File: src/rtl/regfile_wb_arbiter.sv
// Writeback scheduler: maps three writeback sources onto the register file's
// two write ports with round-robin priority and same-register collision avoidance.
module regfile_wb_arbiter #(
  parameter int DATA_W = 32,
  parameter int REG_W  = 5,
  parameter int CNT_W  = 16
) (
  input  logic                clk,
  input  logic                rst,
  input  logic                hold,
  input  logic [2:0]          src_valid,
  input  logic [3*REG_W-1:0]  src_reg,
  input  logic [3*DATA_W-1:0] src_data,
  output logic [2:0]          src_ready,
  output logic                we1,
  output logic [REG_W-1:0]    writeRegister1,
  output logic [DATA_W-1:0]   writeData1,
  output logic                we2,
  output logic [REG_W-1:0]    writeRegister2,
  output logic [DATA_W-1:0]   writeData2,
  output logic [CNT_W-1:0]    conflict_cnt
);

  logic [1:0]        rr_ptr_q, rr_ptr_d;
  logic              we1_q, we1_d, we2_q, we2_d;
  logic [REG_W-1:0]  wreg1_q, wreg1_d, wreg2_q, wreg2_d;
  logic [DATA_W-1:0] wdata1_q, wdata1_d, wdata2_q, wdata2_d;
  logic [CNT_W-1:0]  cnt_q, cnt_d;

  logic [REG_W-1:0]  reqReg  [3];
  logic [DATA_W-1:0] reqData [3];
  logic [2:0]        sum;
  logic [1:0]        idx;
  logic [1:0]        lastSrc;
  logic              collide;

  always_comb begin
    for (int i = 0; i < 3; i++) begin
      reqReg[i]  = src_reg[i*REG_W +: REG_W];
      reqData[i] = src_data[i*DATA_W +: DATA_W];
    end
  end

  // Visit sources in priority order; port 1 fills first, r0 writes are acked but dropped.
  always_comb begin
    src_ready = '0;
    we1_d     = 1'b0;
    we2_d     = 1'b0;
    wreg1_d   = wreg1_q;
    wreg2_d   = wreg2_q;
    wdata1_d  = wdata1_q;
    wdata2_d  = wdata2_q;
    lastSrc   = rr_ptr_q;
    collide   = 1'b0;
    sum       = '0;
    idx       = '0;
    for (int k = 0; k < 3; k++) begin
      sum = {1'b0, rr_ptr_q} + 3'(k);
      if (sum >= 3'd3) sum = sum - 3'd3;
      idx = sum[1:0];
      if (!hold && src_valid[idx]) begin
        if (reqReg[idx] == '0) begin
          src_ready[idx] = 1'b1;
        end else if ((we1_d && reqReg[idx] == wreg1_d) ||
                     (we2_d && reqReg[idx] == wreg2_d)) begin
          collide = 1'b1;
        end else if (!we1_d) begin
          we1_d          = 1'b1;
          wreg1_d        = reqReg[idx];
          wdata1_d       = reqData[idx];
          src_ready[idx] = 1'b1;
          lastSrc        = idx;
        end else if (!we2_d) begin
          we2_d          = 1'b1;
          wreg2_d        = reqReg[idx];
          wdata2_d       = reqData[idx];
          src_ready[idx] = 1'b1;
          lastSrc        = idx;
        end
      end
    end

    rr_ptr_d = rr_ptr_q;
    if (we1_d) rr_ptr_d = (lastSrc == 2'd2) ? 2'd0 : lastSrc + 2'd1;

    cnt_d = cnt_q;
    if (collide && cnt_q != '1) cnt_d = cnt_q + CNT_W'(1);
  end

  always_ff @(posedge clk or negedge rst) begin
    if (!rst) begin
      rr_ptr_q <= '0;
      we1_q    <= 1'b0;
      we2_q    <= 1'b0;
      wreg1_q  <= '0;
      wreg2_q  <= '0;
      wdata1_q <= '0;
      wdata2_q <= '0;
      cnt_q    <= '0;
    end else begin
      rr_ptr_q <= rr_ptr_d;
      we1_q    <= we1_d;
      we2_q    <= we2_d;
      wreg1_q  <= wreg1_d;
      wreg2_q  <= wreg2_d;
      wdata1_q <= wdata1_d;
      wdata2_q <= wdata2_d;
      cnt_q    <= cnt_d;
    end
  end

  assign we1            = we1_q;
  assign writeRegister1 = wreg1_q;
  assign writeData1     = wdata1_q;
  assign we2            = we2_q;
  assign writeRegister2 = wreg2_q;
  assign writeData2     = wdata2_q;
  assign conflict_cnt   = cnt_q;

endmodule

File: config.mk
export PLATFORM = sky130hd
export DESIGN_NAME = regfile_wb_arbiter
export DESIGN_NICKNAME = d
export VERILOG_FILES = /design/src/rtl/regfile_wb_arbiter.sv
export SDC_FILE = /design/constraint.sdc
export NUM_CORES = 1
export LEC_CHECK = 0
export ABC_AREA = 1
export CORE_UTILIZATION = 40
export DETAILED_ROUTE_END_ITERATION = 16
export PLACE_DENSITY = 0.72
export SLEW_MARGIN = 20
export SYNTH_ARGS = -nofsm -noshare
export SYNTH_HDL_FRONTEND = slang
export SYNTH_SLANG_ARGS = --single-unit
File: constraint.sdc
create_clock -name clk -period 10.2 [get_ports clk]
set_input_delay 3.06 -clock clk [delete_from_list [all_inputs] [get_ports clk]]
set_output_delay 3.06 -clock clk [all_outputs]
set_load 0.05 [all_outputs]
==> results.json, run 1 <==
{
  "synth_top_cell_by_area": "dfrtp_1",
  "portBuffers": 211,
  "drtPass1Iterations": 6,
  "cpLargestDelayFamily": "simple AND/OR/NAND/NOR gates",
  "crit-reg2reg-launch": "rr_ptr_q[0]",
  "cts_hold_buf": 0,
  "die_y_um": 146,
  "fillCellCount": 2019,
  "cts_buffers": 9,
  "dieWidth_um": 146,
  "slowest_delay_ns": 0.47,
  "end_kind": "primary output",
  "period_minus_slack_ns": 9.51,
  "cts_resized": 0,
  "cts_buffer_depth": 2,
  "viasPerCell": 5.64,
  "setup.worst_path.start": "src_valid[2]",
  "critPathBufInv": 6,
  "worstReg2RegEnd": "writeData2[21]",
  "clock-root-buffer": "clkbuf_16",
  "design.core.area_mm2": 0.0204,
  "powerDensity_mw_per_mm2": 406,
  "routed_wl_mm": 31.0,
  "first_iter_violations": 979,
  "netlist_instances": 1276,
  "max_cap_viol_count": 0,
  "setup_tns_ns": 0,
  "skew_ns": 0.0140,
  "grtUsageTotal_pct": 29.1,
  "critPathRequiredTime_ns": 7.14,
  "place_congestion": 0.977,
  "path_class": "in2out",
  "initial_utilization_pct": 41.0,
  "dp.final_hpwl_mm": 21.1,
  "postCtsSetupRepairBufs": 0,
  "fin_ws_ns": 0.689,
  "vias": 9611,
  "synth_ff_type": "dfrtp_1",
  "grt_pass1_vias": 9081,
  "layout_common_cells": "339 x nand2_1, 207 x clkdlybuf4s50_1, 140 x o21ai_0, 128 x inv_1, 94 x dfrtp_1",
  "arrival_ns": 6.45,
  "cp-start-kind": "input port",
  "ant_nets": 0,
  "max_slew_margin_pct": 41.9,
  "yosysUniqueCellTypes": 51,
  "synth_nets": 1398,
  "pin_count": 212,
  "path_cells": "clkdlybuf4s50_1, inv_1, o21ai_1, nand2_1, nor2_2, nand2_4, nand2_4, inv_2, nand2_1, nand3_1, xor2_1, a21oi_1, nand3_2, inv_2, a21oi_4, nand2_4, inv_1, nand3_1, nand3_1, buf_12",
  "multi_input_comb_area_mm2": 0.00502,
  "endpoint": "src_ready[0]",
  "peakVddDrop_uv": 206,
  "slowest_stage": "clkdlybuf4s50_1",
  "path_clk_slew_ns": 0.06,
  "fp-row-count": 52,
  "tightest_slew_ns": 0.870,
  "yosysTopAreaCellShare_pct": 28.2,
  "grt_max_degree": 66,
  "synth_area_mm2": 0.00834,
  "maxSlewViolCount": 0,
  "wl_per_cell_um": 18.2,
  "finalCritPeriodShare_pct": 93.2,
  "ys_top_cells_by_area": "dfrtp_1 28%, nand2_1 15%, o21ai_0 8.4%",
  "htreeDepth": 3,
  "grt_overflow": 0,
  "post-route-drc-count": 0,
  "cts_tree": "yes",
  "max_freq_ghz": 0.105,
  "hold_violations": 0,
  "yosys_register_bits": 94,
  "ys_seq_area_share_pct": 28.2,
  "die-area_mm2": 0.0214,
  "place_ws_ns": 0.730,
  "rsz0062_at_grt": "false",
  "p_total_mw": 4.37,
  "crit_path_max_fanout": 16,
  "synth_area_per_cell_um2": 6.54,
  "grt_first_pass_wirelength_mm": 49.3,
  "final-setup-viol-count": 0,
  "numClockSinks": 94,
  "r2r_cells": 23,
  "final_common_cell": "nand2_1",
  "antenna_found_initial": 2,
  "regArea_mm2": 0.00235,
  "drive_gt1_share_pct": 8.31,
  "reg2reg_setup_slack_ns": 4.28,
  "synth-edff-count": 0,
  "syn_to_final_growth_pct": 29.1,
  "leakagePower_nw": 4.89,
  "async_reset_ff_share_pct": 100,
  "path_depth": 20,
  "status": "finished clean",
  "hold_class": "reg2reg",
  "clock_latency_ns": 0.36,
  "nets": 1549,
  "yosysWarnings": 0
}
-- per-layer routing --
layer	wire (um)	track usage, %	vias up
li1	-	-	4576
met1	13100	39.9	4457
met2	14200	46.1	510
met3	2780	4.75	66
met4	916	10.7	2
met5	13	0	-
-- registers in the layout (all words and copies together) (netlist names) --
name and cells:
writeData1 32, writeData2 32, conflict_cnt 16, writeRegister1 5, writeRegister2 5, rr_ptr_q 2
we1 1, we2 1
-- through the flow --
stage	hold WS [ns]	util, %	cell area (um^2)	std cells
final	0.517	52.9	10800	1703
after global routing	0.545	52.9	10800	1703
after CTS	0.527	52.9	10800	1702
after detailed placement	0.511	51.5	10500	1686
after global placement	0.489	51.5	10500	1686
after floorplan	0.517	-	8340	1276
-- cells in the mapped netlist (6+ instances only) --
master and count:
buf_1 11, nor2_1 74, buf_2 7, buf_6 10
a21oi_1 86, nand3_1 72, xor2_1 12, nand2_2 6
buf_4 9, o21ai_2 25, a22oi_1 43, or2_2 17
o211ai_1 38, a31oi_1 10, nor3_1 10, nand2_1 339
inv_2 9, o21a_1 16, clkbuf_1 46, inv_1 128
o21ai_0 140, dfrtp_1 94
-- where the power goes --
group          total, mW  switching (mW)  internal [mW]
Clock              0.329           0.149          0.180
Combinational       3.37            2.31           1.07
Sequential         0.664           0.120          0.544
Total               4.37            2.58           1.79
-- worst min path at each step --
stage | endpoint | startpoint | cells past startpoint | slack, ns
5_1_grt | conflict_cnt[7] | conflict_cnt[7] | 2 | 0.55
4_1_cts | conflict_cnt[15] | conflict_cnt[15] | 2 | 0.53
6_report | conflict_cnt[15] | conflict_cnt[15] | 2 | 0.52
3_3_place_gp | conflict_cnt[15] | conflict_cnt[15] | 2 | 0.49
3_5_place_dp | conflict_cnt[15] | conflict_cnt[15] | 2 | 0.51
2_1_floorplan | rr_ptr_q[1] | rr_ptr_q[1] | 2 | 0.52
-- worst min-delay path, delay by kind of cell (launching register included) --
kind,cells,cell delay (ns)
flops,1,0.37
simple gates,2,0.11
-- layout make-up --
cell class	count	area share, %
Clock inverter	2	0.151
Sequential cell	94	21.8
Multi-Input combinational cell	957	46.6
Tap cell	270	3.14
Timing Repair Buffer	223	20.7
Inverter	142	5.07
Clock buffer	14	2.45
Antenna cell	1	0.0232
-- kinds of logic after synthesis --
| group | count (synthesis) | synth area share, % |
|---|---|---|
| DFF | 94 | 28.2 |
| AOI/OAI and AO/OA | 394 | 29.6 |
| adders and majority gates | 5 | 0.750 |
| and+or+nand+nor | 544 | 28.3 |
| buffers and inverters | 225 | 11.7 |
| xor gates and xnor gates | 14 | 1.47 |
No activity file was read; power rests on OpenSTA's default activity.
==> inputs of run 2 (changes only) <==
--- a/config.mk
+++ b/config.mk
@@ -7,6 +7,7 @@
 export LEC_CHECK = 0
 export ABC_AREA = 1
 export CORE_UTILIZATION = 40
+export CTS_CLUSTER_DIAMETER = 60
 export DETAILED_ROUTE_END_ITERATION = 16
 export PLACE_DENSITY = 0.72
 export SLEW_MARGIN = 20
==> results of run 2 <==
Same layout as run 1: the final DEF is identical, and so are final timing and power.
